`src/rtl/operand_fetch_pkg.sv`:
```
// Shared types and constants for the operand-fetch stage and its busy scoreboard.
package opfetch_pkg;

  localparam int DATA_W = 32;
  localparam int IDX_W  = 5;
  localparam int NREG   = 32;

  typedef enum logic [1:0] {
    IDLE  = 2'd0,
    WAIT  = 2'd1,
    READ  = 2'd2,
    VALID = 2'd3
  } state_t;

  typedef struct packed {
    logic [IDX_W-1:0] rs1;
    logic [IDX_W-1:0] rs2;
    logic [IDX_W-1:0] rd;
    logic             rs1_en;
    logic             rs2_en;
    logic             rd_en;
  } instr_t;

endpackage

```
`src/rtl/operand_fetch_scoreboard.sv`:
```
// reg_scoreboard: one busy bit per architectural register. x0 is never busy.
// A set and a clear of the same register on the same edge leave it busy.
module reg_scoreboard import opfetch_pkg::*; (
  input  logic             clk,
  input  logic             rst_n,
  input  logic             set_en,
  input  logic [IDX_W-1:0] set_idx,
  input  logic             clr_en,
  input  logic [IDX_W-1:0] clr_idx,
  input  logic [IDX_W-1:0] look_idx1,
  input  logic [IDX_W-1:0] look_idx2,
  output logic [NREG-1:0]  busy,
  output logic             look_busy1,
  output logic             look_busy2
);

  logic [NREG-1:0] r_busy;
  logic [NREG-1:0] w_busy_nxt;

  // Set is applied after clear so the newer producer stays pending.
  always_comb begin
    w_busy_nxt = r_busy;
    if (clr_en) w_busy_nxt[clr_idx] = 1'b0;
    if (set_en) w_busy_nxt[set_idx] = 1'b1;
    w_busy_nxt[0] = 1'b0;
  end

  always_ff @(posedge clk) begin
    if (!rst_n) r_busy <= '0;
    else        r_busy <= w_busy_nxt;
  end

  assign busy       = r_busy;
  assign look_busy1 = r_busy[look_idx1];
  assign look_busy2 = r_busy[look_idx2];

endmodule

```
`src/rtl/operand_fetch.sv`:
```
// operand_fetch: accepts decoded instructions, stalls on RAW hazards via the busy
// scoreboard, reads operands from the register file and turns writebacks into rf writes.
// Optional writeback capture in WAIT is enabled by defining OPFETCH_BYPASS_EN.
//
// state | meaning
// IDLE  | ready to accept an instruction from decode
// WAIT  | a needed source is still pending a writeback
// READ  | register-file read request driven this cycle
// VALID | operands presented to execute until accepted
module operand_fetch import opfetch_pkg::*; (
  input  logic              clk,
  input  logic              rst_n,
  input  logic              id_valid,
  output logic              id_ready,
  input  logic [IDX_W-1:0]  id_rs1,
  input  logic [IDX_W-1:0]  id_rs2,
  input  logic [IDX_W-1:0]  id_rd,
  input  logic              id_rs1_en,
  input  logic              id_rs2_en,
  input  logic              id_rd_en,
  output logic              ex_valid,
  input  logic              ex_ready,
  output logic [DATA_W-1:0] ex_op1,
  output logic [DATA_W-1:0] ex_op2,
  output logic [IDX_W-1:0]  ex_rd,
  output logic              ex_rd_en,
  input  logic              wb_valid,
  input  logic [IDX_W-1:0]  wb_rd,
  input  logic [DATA_W-1:0] wb_data,
  output logic [IDX_W-1:0]  rf_read_reg1,
  output logic [IDX_W-1:0]  rf_read_reg2,
  output logic              rf_read_en1,
  output logic              rf_read_en2,
  input  logic [DATA_W-1:0] rf_read_data1,
  input  logic [DATA_W-1:0] rf_read_data2,
  output logic [IDX_W-1:0]  rf_write_reg,
  output logic [DATA_W-1:0] rf_write_data,
  output logic              rf_write_en,
  output logic [NREG-1:0]   busy_o
);

  state_t            r_state;
  instr_t            r_ins;
  logic              r_res1, r_res2;
  logic [DATA_W-1:0] r_op1, r_op2;
  logic              r_rd_en1, r_rd_en2;
  logic [IDX_W-1:0]  r_rd_reg1, r_rd_reg2;
  logic              r_wr_en;
  logic [IDX_W-1:0]  r_wr_reg;
  logic [DATA_W-1:0] r_wr_data;

  logic             w_idle, w_wait, w_handshake;
  logic [IDX_W-1:0] w_lk1, w_lk2;
  logic             w_busy1, w_busy2;
  logic             w_need1, w_need2;
  logic             w_hit1, w_hit2;
  logic             w_res1, w_res2;
  logic             w_stall, w_all_byp;

  assign w_idle      = (r_state == IDLE);
  assign w_wait      = (r_state == WAIT);
  assign w_handshake = (r_state == VALID) & ex_ready;

  // Hazard lookup uses the incoming fields in IDLE and the latched ones otherwise.
  assign w_lk1   = w_idle ? id_rs1 : r_ins.rs1;
  assign w_lk2   = w_idle ? id_rs2 : r_ins.rs2;
  assign w_need1 = w_idle ? (id_rs1_en & (id_rs1 != '0)) : (r_ins.rs1_en & (r_ins.rs1 != '0));
  assign w_need2 = w_idle ? (id_rs2_en & (id_rs2 != '0)) : (r_ins.rs2_en & (r_ins.rs2 != '0));

`ifdef OPFETCH_BYPASS_EN
  assign w_hit1 = w_wait & wb_valid & w_need1 & w_busy1 & ~r_res1 & (wb_rd == r_ins.rs1);
  assign w_hit2 = w_wait & wb_valid & w_need2 & w_busy2 & ~r_res2 & (wb_rd == r_ins.rs2);
`else
  assign w_hit1 = 1'b0;
  assign w_hit2 = 1'b0;
`endif

  assign w_res1    = r_res1 | w_hit1;
  assign w_res2    = r_res2 | w_hit2;
  assign w_stall   = (w_need1 & w_busy1 & ~w_res1) | (w_need2 & w_busy2 & ~w_res2);
  assign w_all_byp = (~w_need1 | w_res1) & (~w_need2 | w_res2) & (w_res1 | w_res2);

  reg_scoreboard u_sb (
    .clk        (clk),
    .rst_n      (rst_n),
    .set_en     (w_handshake & r_ins.rd_en),
    .set_idx    (r_ins.rd),
    .clr_en     (r_wr_en),
    .clr_idx    (r_wr_reg),
    .look_idx1  (w_lk1),
    .look_idx2  (w_lk2),
    .busy       (busy_o),
    .look_busy1 (w_busy1),
    .look_busy2 (w_busy2)
  );

  always_ff @(posedge clk) begin
    if (!rst_n) begin
      r_state   <= IDLE;
      r_ins     <= '0;
      r_res1    <= 1'b0;
      r_res2    <= 1'b0;
      r_op1     <= '0;
      r_op2     <= '0;
      r_rd_en1  <= 1'b0;
      r_rd_en2  <= 1'b0;
      r_rd_reg1 <= '0;
      r_rd_reg2 <= '0;
      r_wr_en   <= 1'b0;
      r_wr_reg  <= '0;
      r_wr_data <= '0;
    end else begin
      r_wr_en <= 1'b0;
      if (wb_valid && wb_rd != '0) begin
        r_wr_en   <= 1'b1;
        r_wr_reg  <= wb_rd;
        r_wr_data <= wb_data;
      end

      case (r_state)
        IDLE: begin
          if (id_valid) begin
            r_ins  <= '{rs1: id_rs1, rs2: id_rs2, rd: id_rd,
                        rs1_en: id_rs1_en, rs2_en: id_rs2_en, rd_en: id_rd_en};
            r_op1  <= '0;
            r_op2  <= '0;
            r_res1 <= 1'b0;
            r_res2 <= 1'b0;
            if (w_stall) begin
              r_state <= WAIT;
            end else begin
              r_state   <= READ;
              r_rd_en1  <= id_rs1_en;
              r_rd_en2  <= id_rs2_en;
              r_rd_reg1 <= id_rs1;
              r_rd_reg2 <= id_rs2;
            end
          end
        end
        WAIT: begin
          if (w_hit1) begin
            r_op1  <= wb_data;
            r_res1 <= 1'b1;
          end
          if (w_hit2) begin
            r_op2  <= wb_data;
            r_res2 <= 1'b1;
          end
          if (!w_stall) begin
            if (w_all_byp) begin
              r_state <= VALID;
            end else begin
              r_state   <= READ;
              r_rd_en1  <= r_ins.rs1_en & ~w_res1;
              r_rd_en2  <= r_ins.rs2_en & ~w_res2;
              r_rd_reg1 <= r_ins.rs1;
              r_rd_reg2 <= r_ins.rs2;
            end
          end
        end
        READ: begin
          r_rd_en1 <= 1'b0;
          r_rd_en2 <= 1'b0;
          if (!r_res1) r_op1 <= w_need1 ? rf_read_data1 : '0;
          if (!r_res2) r_op2 <= w_need2 ? rf_read_data2 : '0;
          r_state <= VALID;
        end
        VALID: begin
          if (ex_ready) begin
            r_state <= IDLE;
            r_res1  <= 1'b0;
            r_res2  <= 1'b0;
          end
        end
        default: r_state <= IDLE;
      endcase
    end
  end

  assign id_ready      = w_idle & rst_n;
  assign ex_valid      = (r_state == VALID);
  assign ex_op1        = r_op1;
  assign ex_op2        = r_op2;
  assign ex_rd         = r_ins.rd;
  assign ex_rd_en      = r_ins.rd_en;
  assign rf_read_en1   = r_rd_en1;
  assign rf_read_en2   = r_rd_en2;
  assign rf_read_reg1  = r_rd_reg1;
  assign rf_read_reg2  = r_rd_reg2;
  assign rf_write_en   = r_wr_en;
  assign rf_write_reg  = r_wr_reg;
  assign rf_write_data = r_wr_data;

endmodule
```
`config.mk`:
```
export PLATFORM = sky130hd
export DESIGN_NAME = operand_fetch
export DESIGN_NICKNAME = d
export VERILOG_FILES = /design/src/rtl/operand_fetch_pkg.sv /design/src/rtl/operand_fetch_scoreboard.sv /design/src/rtl/operand_fetch.sv
export SDC_FILE = /design/constraint.sdc
export NUM_CORES = 1
export LEC_CHECK = 0
export CORE_ASPECT_RATIO = 0.75
export CORE_MARGIN = 4
export CORE_UTILIZATION = 30
export CTS_CLUSTER_DIAMETER = 150
export DETAILED_ROUTE_END_ITERATION = 10
export REMOVE_ABC_BUFFERS = 1
export SLEW_MARGIN = 5
export SYNTH_ARGS = -nofsm -noshare
export SYNTH_HDL_FRONTEND = slang
export SYNTH_HIERARCHICAL = 1
export SYNTH_SLANG_ARGS = --single-unit
```
`constraint.sdc`:
```
create_clock -name clk -period 7.8 [get_ports clk]
set_input_delay 0.78 -clock clk [delete_from_list [all_inputs] [get_ports clk]]
set_output_delay 0.78 -clock clk [all_outputs]
set_load 0.02 [all_outputs]
```
==> impl_metrics.env <==
export IMPL_grt_overflow_total=0
export IMPL_io_buffers=276
export IMPL_outcome="finished, final reports clean"
export IMPL_start_util_pct=30.98
export IMPL_post_cts_resized=0
export IMPL_min_period_ps=4373
export IMPL_first_global_vias=6720
export IMPL_clk_pin_slew_worst_paths_ps=70
export IMPL_combPwrFrac_pct=33.9
export IMPL_fill_cells=2204
export IMPL_fp_dieArea_sq_mm=0.02573
export IMPL_ys_ff_latch=165
export IMPL_ys_warn_count=6
export IMPL_finClkSkew_ps=20.04
export IMPL_cp_end_kind="flop"
export IMPL_seq_power_share_pct=35.4
export IMPL_rr_worst_depth=12
export IMPL_max_slew_worst_pin_slew_ps=1168
export IMPL_grt_max_degree=79
export IMPL_num_vias=6816
export IMPL_routed_wl_um=24680
export IMPL_p_switching_mw=0.9752
export IMPL_max_freq_ghz=0.2287
export IMPL_cts_buffer_depth=2
export IMPL_ir_drop_mv=0.1483
export IMPL_multiInputGateArea_sq_mm=0.003361
export IMPL_design_area_sq_mm=0.01047
export IMPL_syn_avg_cell_area_sq_um=8.593
export IMPL_drt_iter0_markers=434
export IMPL_max_cap_violations=0
export IMPL_async_reset_ff_share_pct=0
export IMPL_ant_nets=0
export IMPL_worstHoldPathCells=2
export IMPL_die_y_um=139.9
export IMPL_place_area_sq_mm=0.009872
export IMPL_p_leak_nw=3.685
export IMPL_clock_latency_ps=430
export IMPL_drt_wirelength_per_cell_um=18.17
export IMPL_dp_hpwl_um=17650
export IMPL_viasPerCell=5.019
export IMPL_core_area_sq_mm=0.02246
export IMPL_synth_area_sq_mm=0.006960
export IMPL_setup_viol=0
export IMPL_setup_tns_ps=0
export IMPL_hold_buffers=0
export IMPL_critical_path_max_stage_delay_ps=920
export IMPL_crit_type="reg2reg"
export IMPL_rsz0062_at_grt="false"
export IMPL_postCtsSetupRepairBufs=0
export IMPL_die_x_um=183.9
export IMPL_cp_max_fo=21
export IMPL_synthCells=810
export IMPL_hold_viol_final=0
export IMPL_drv_slew=0
export IMPL_worst_setup_path_start_kind="flop"
export IMPL_seq_area_frac_synth_pct=47.46
export IMPL_required_ps=8110
export IMPL_synth_edf_count=0
export IMPL_slowest_stage="nor3_2"
export IMPL_synthFlopType="dfxtp_1"
export IMPL_tritoncts="built"
export IMPL_row_count=47
export IMPL_arrival_ps=4690
export IMPL_fin_nets=1178
export IMPL_yosys_top_cells_area="dfxtp_1 (47%), nand2_1 (8.4%), a22oi_1 (7.4%)"
export IMPL_grt_first_pass_wirelength_um=37620
export IMPL_hp_class="reg2reg"
export IMPL_pwr_share_clk_pct=30.7
export IMPL_grtUsageTotal_pct=18.25
export IMPL_crit_path_frequent_cell="o211ai_1"
export IMPL_cts_num_sinks=165
export IMPL_drive_gt1_share_pct=5.738
export IMPL_synth_distinct_cells=48
export IMPL_h_tree_depth=4
export IMPL_maxSlewHeadroom_pct=21.73
export IMPL_dr_pass1_iters=5
export IMPL_clockRootBuffer="clkbuf_16"
export IMPL_post_route_drc_count=0
export IMPL_cts_buffers=17
export IMPL_seq_area_sq_mm=0.003303
export IMPL_syn_to_final_growth_pct=50.46
export IMPL_ioPinCount=278
export IMPL_synth_top_area_share_pct=47.46
export IMPL_power_internal_mw=1.805
export IMPL_post_route_period_util_pct=56.07
export IMPL_antenna_found_initial=2
export IMPL_power_density_mw_per_mm2=265.5
export IMPL_synth_top_cell_by_area="dfxtp_1"
export IMPL_path_cells="inv_1, ha_1, mux2_2, mux4_2, nand2b_1, o211ai_1, nand4_1, and3_1, a32o_1, nor3_2, o211ai_1, o211a_1"
export IMPL_gp_congestion=0.8249
export IMPL_sw_frac_of_total_pct=35.08
==> final timing paths <==
path	to	startpoint	slack (ps)
max reg2reg	rf_read_reg1[2]	r_state[0]	3430
min	rf_write_data[29]	rf_write_data[29]	450
min reg2reg	rf_write_data[29]	rf_write_data[29]	450
max	rf_read_reg1[2]	r_state[0]	3430
==> synth_stat cells, types with 7 or more instances <==
| library cell | number |
|---|---|
| buf_2 | 21 |
| nand3_1 | 10 |
| a211oi_1 | 15 |
| a21oi_1 | 63 |
| dfxtp_1 | 165 |
| nand2_1 | 155 |
| o21ai_0 | 33 |
| nor2_1 | 88 |
| clkbuf_1 | 31 |
| mux2i_1 | 28 |
| a21boi_0 | 32 |
| mux2_2 | 10 |
| a22oi_1 | 69 |
| inv_1 | 7 |
==> through the flow <==
step	utilization, %	power [mW]	hold WS, ps	setup slack (ps)	std cells
3_5_place_dp	43.95	1.947	449.3	3359	1325
6_report	46.62	2.780	453.2	3427	1358
2_1_floorplan	-	1.570	445.0	3589	749
3_3_place_gp	43.95	1.938	440.5	3424	1325
5_1_grt	46.62	2.936	476.9	3058	1358
4_1_cts	46.61	2.811	456.6	3467	1357
==> cells by family (layout without fill, tap and decap cells) <==
logic type,Yosys count,after routing,synth area share (%)
other cells,1,2,0.05388
flops,165,165,47.46
buf+inv,69,322,4.530
fa+ha+maj,4,4,0.7191
compound gates,231,231,21.59
mux,44,44,7.586
simple gates,296,296,18.07
==> critical path, delay by kind of cell, from the launching register on <==
| family | cells | cell delay [ps] |
|---|---|---|
| fa+ha+maj | 1 | 680 |
| simple gates | 4 | 1480 |
| buf+inv | 1 | 110 |
| mux | 2 | 940 |
| flops | 1 | 340 |
| compound gates | 4 | 720 |
==> final cells by class <==
cell class                 count  share of cell area (%)
antenna                        1                 0.02389
clock buffer                  18                   4.098
clock inverter                14                   1.613
inverter                       8                  0.3106
multi-input combinational    576                   32.09
sequential                   165                   31.54
tap                          294                   3.513
timing repair buffer         282                   26.81
==> per-layer routing <==
metal	vias to the layer above	track usage, %	share of wire (%)
met1	3222	23.71	44
met2	257	28.45	45
met4	2	4.240	0.77
met5	-	0	0.036
met3	18	7.543	10
li1	3317	-	-
==> power groups by stage <==
stage / logic [mW] / registers [mW] / clock network [mW]
2_1_floorplan: 0.500 / 1.07 / 0
3_3_place_gp: 0.938 / 1.00 / 0
3_5_place_dp: 0.943 / 1.00 / 0
4_1_cts: 0.946 / 0.985 / 0.881
5_1_grt: 1.03 / 0.996 / 0.913
6_report: 0.943 / 0.985 / 0.853
==> cells in the final DEF, fill, tap and decap left out, types with 7 or more instances in the layout <==
master and n:
mux2i_1 28, nor2_1 88, clkdlybuf4s50_1 276, a22oi_1 69, nand2_1 155, dfxtp_1 165, clkbuf_16 17, inv_1 7
nand3_1 10, mux2_2 10, a211oi_1 15, a21boi_0 32, a21oi_1 63, o21ai_0 33
No activity file was read; power rests on OpenSTA's default activity.
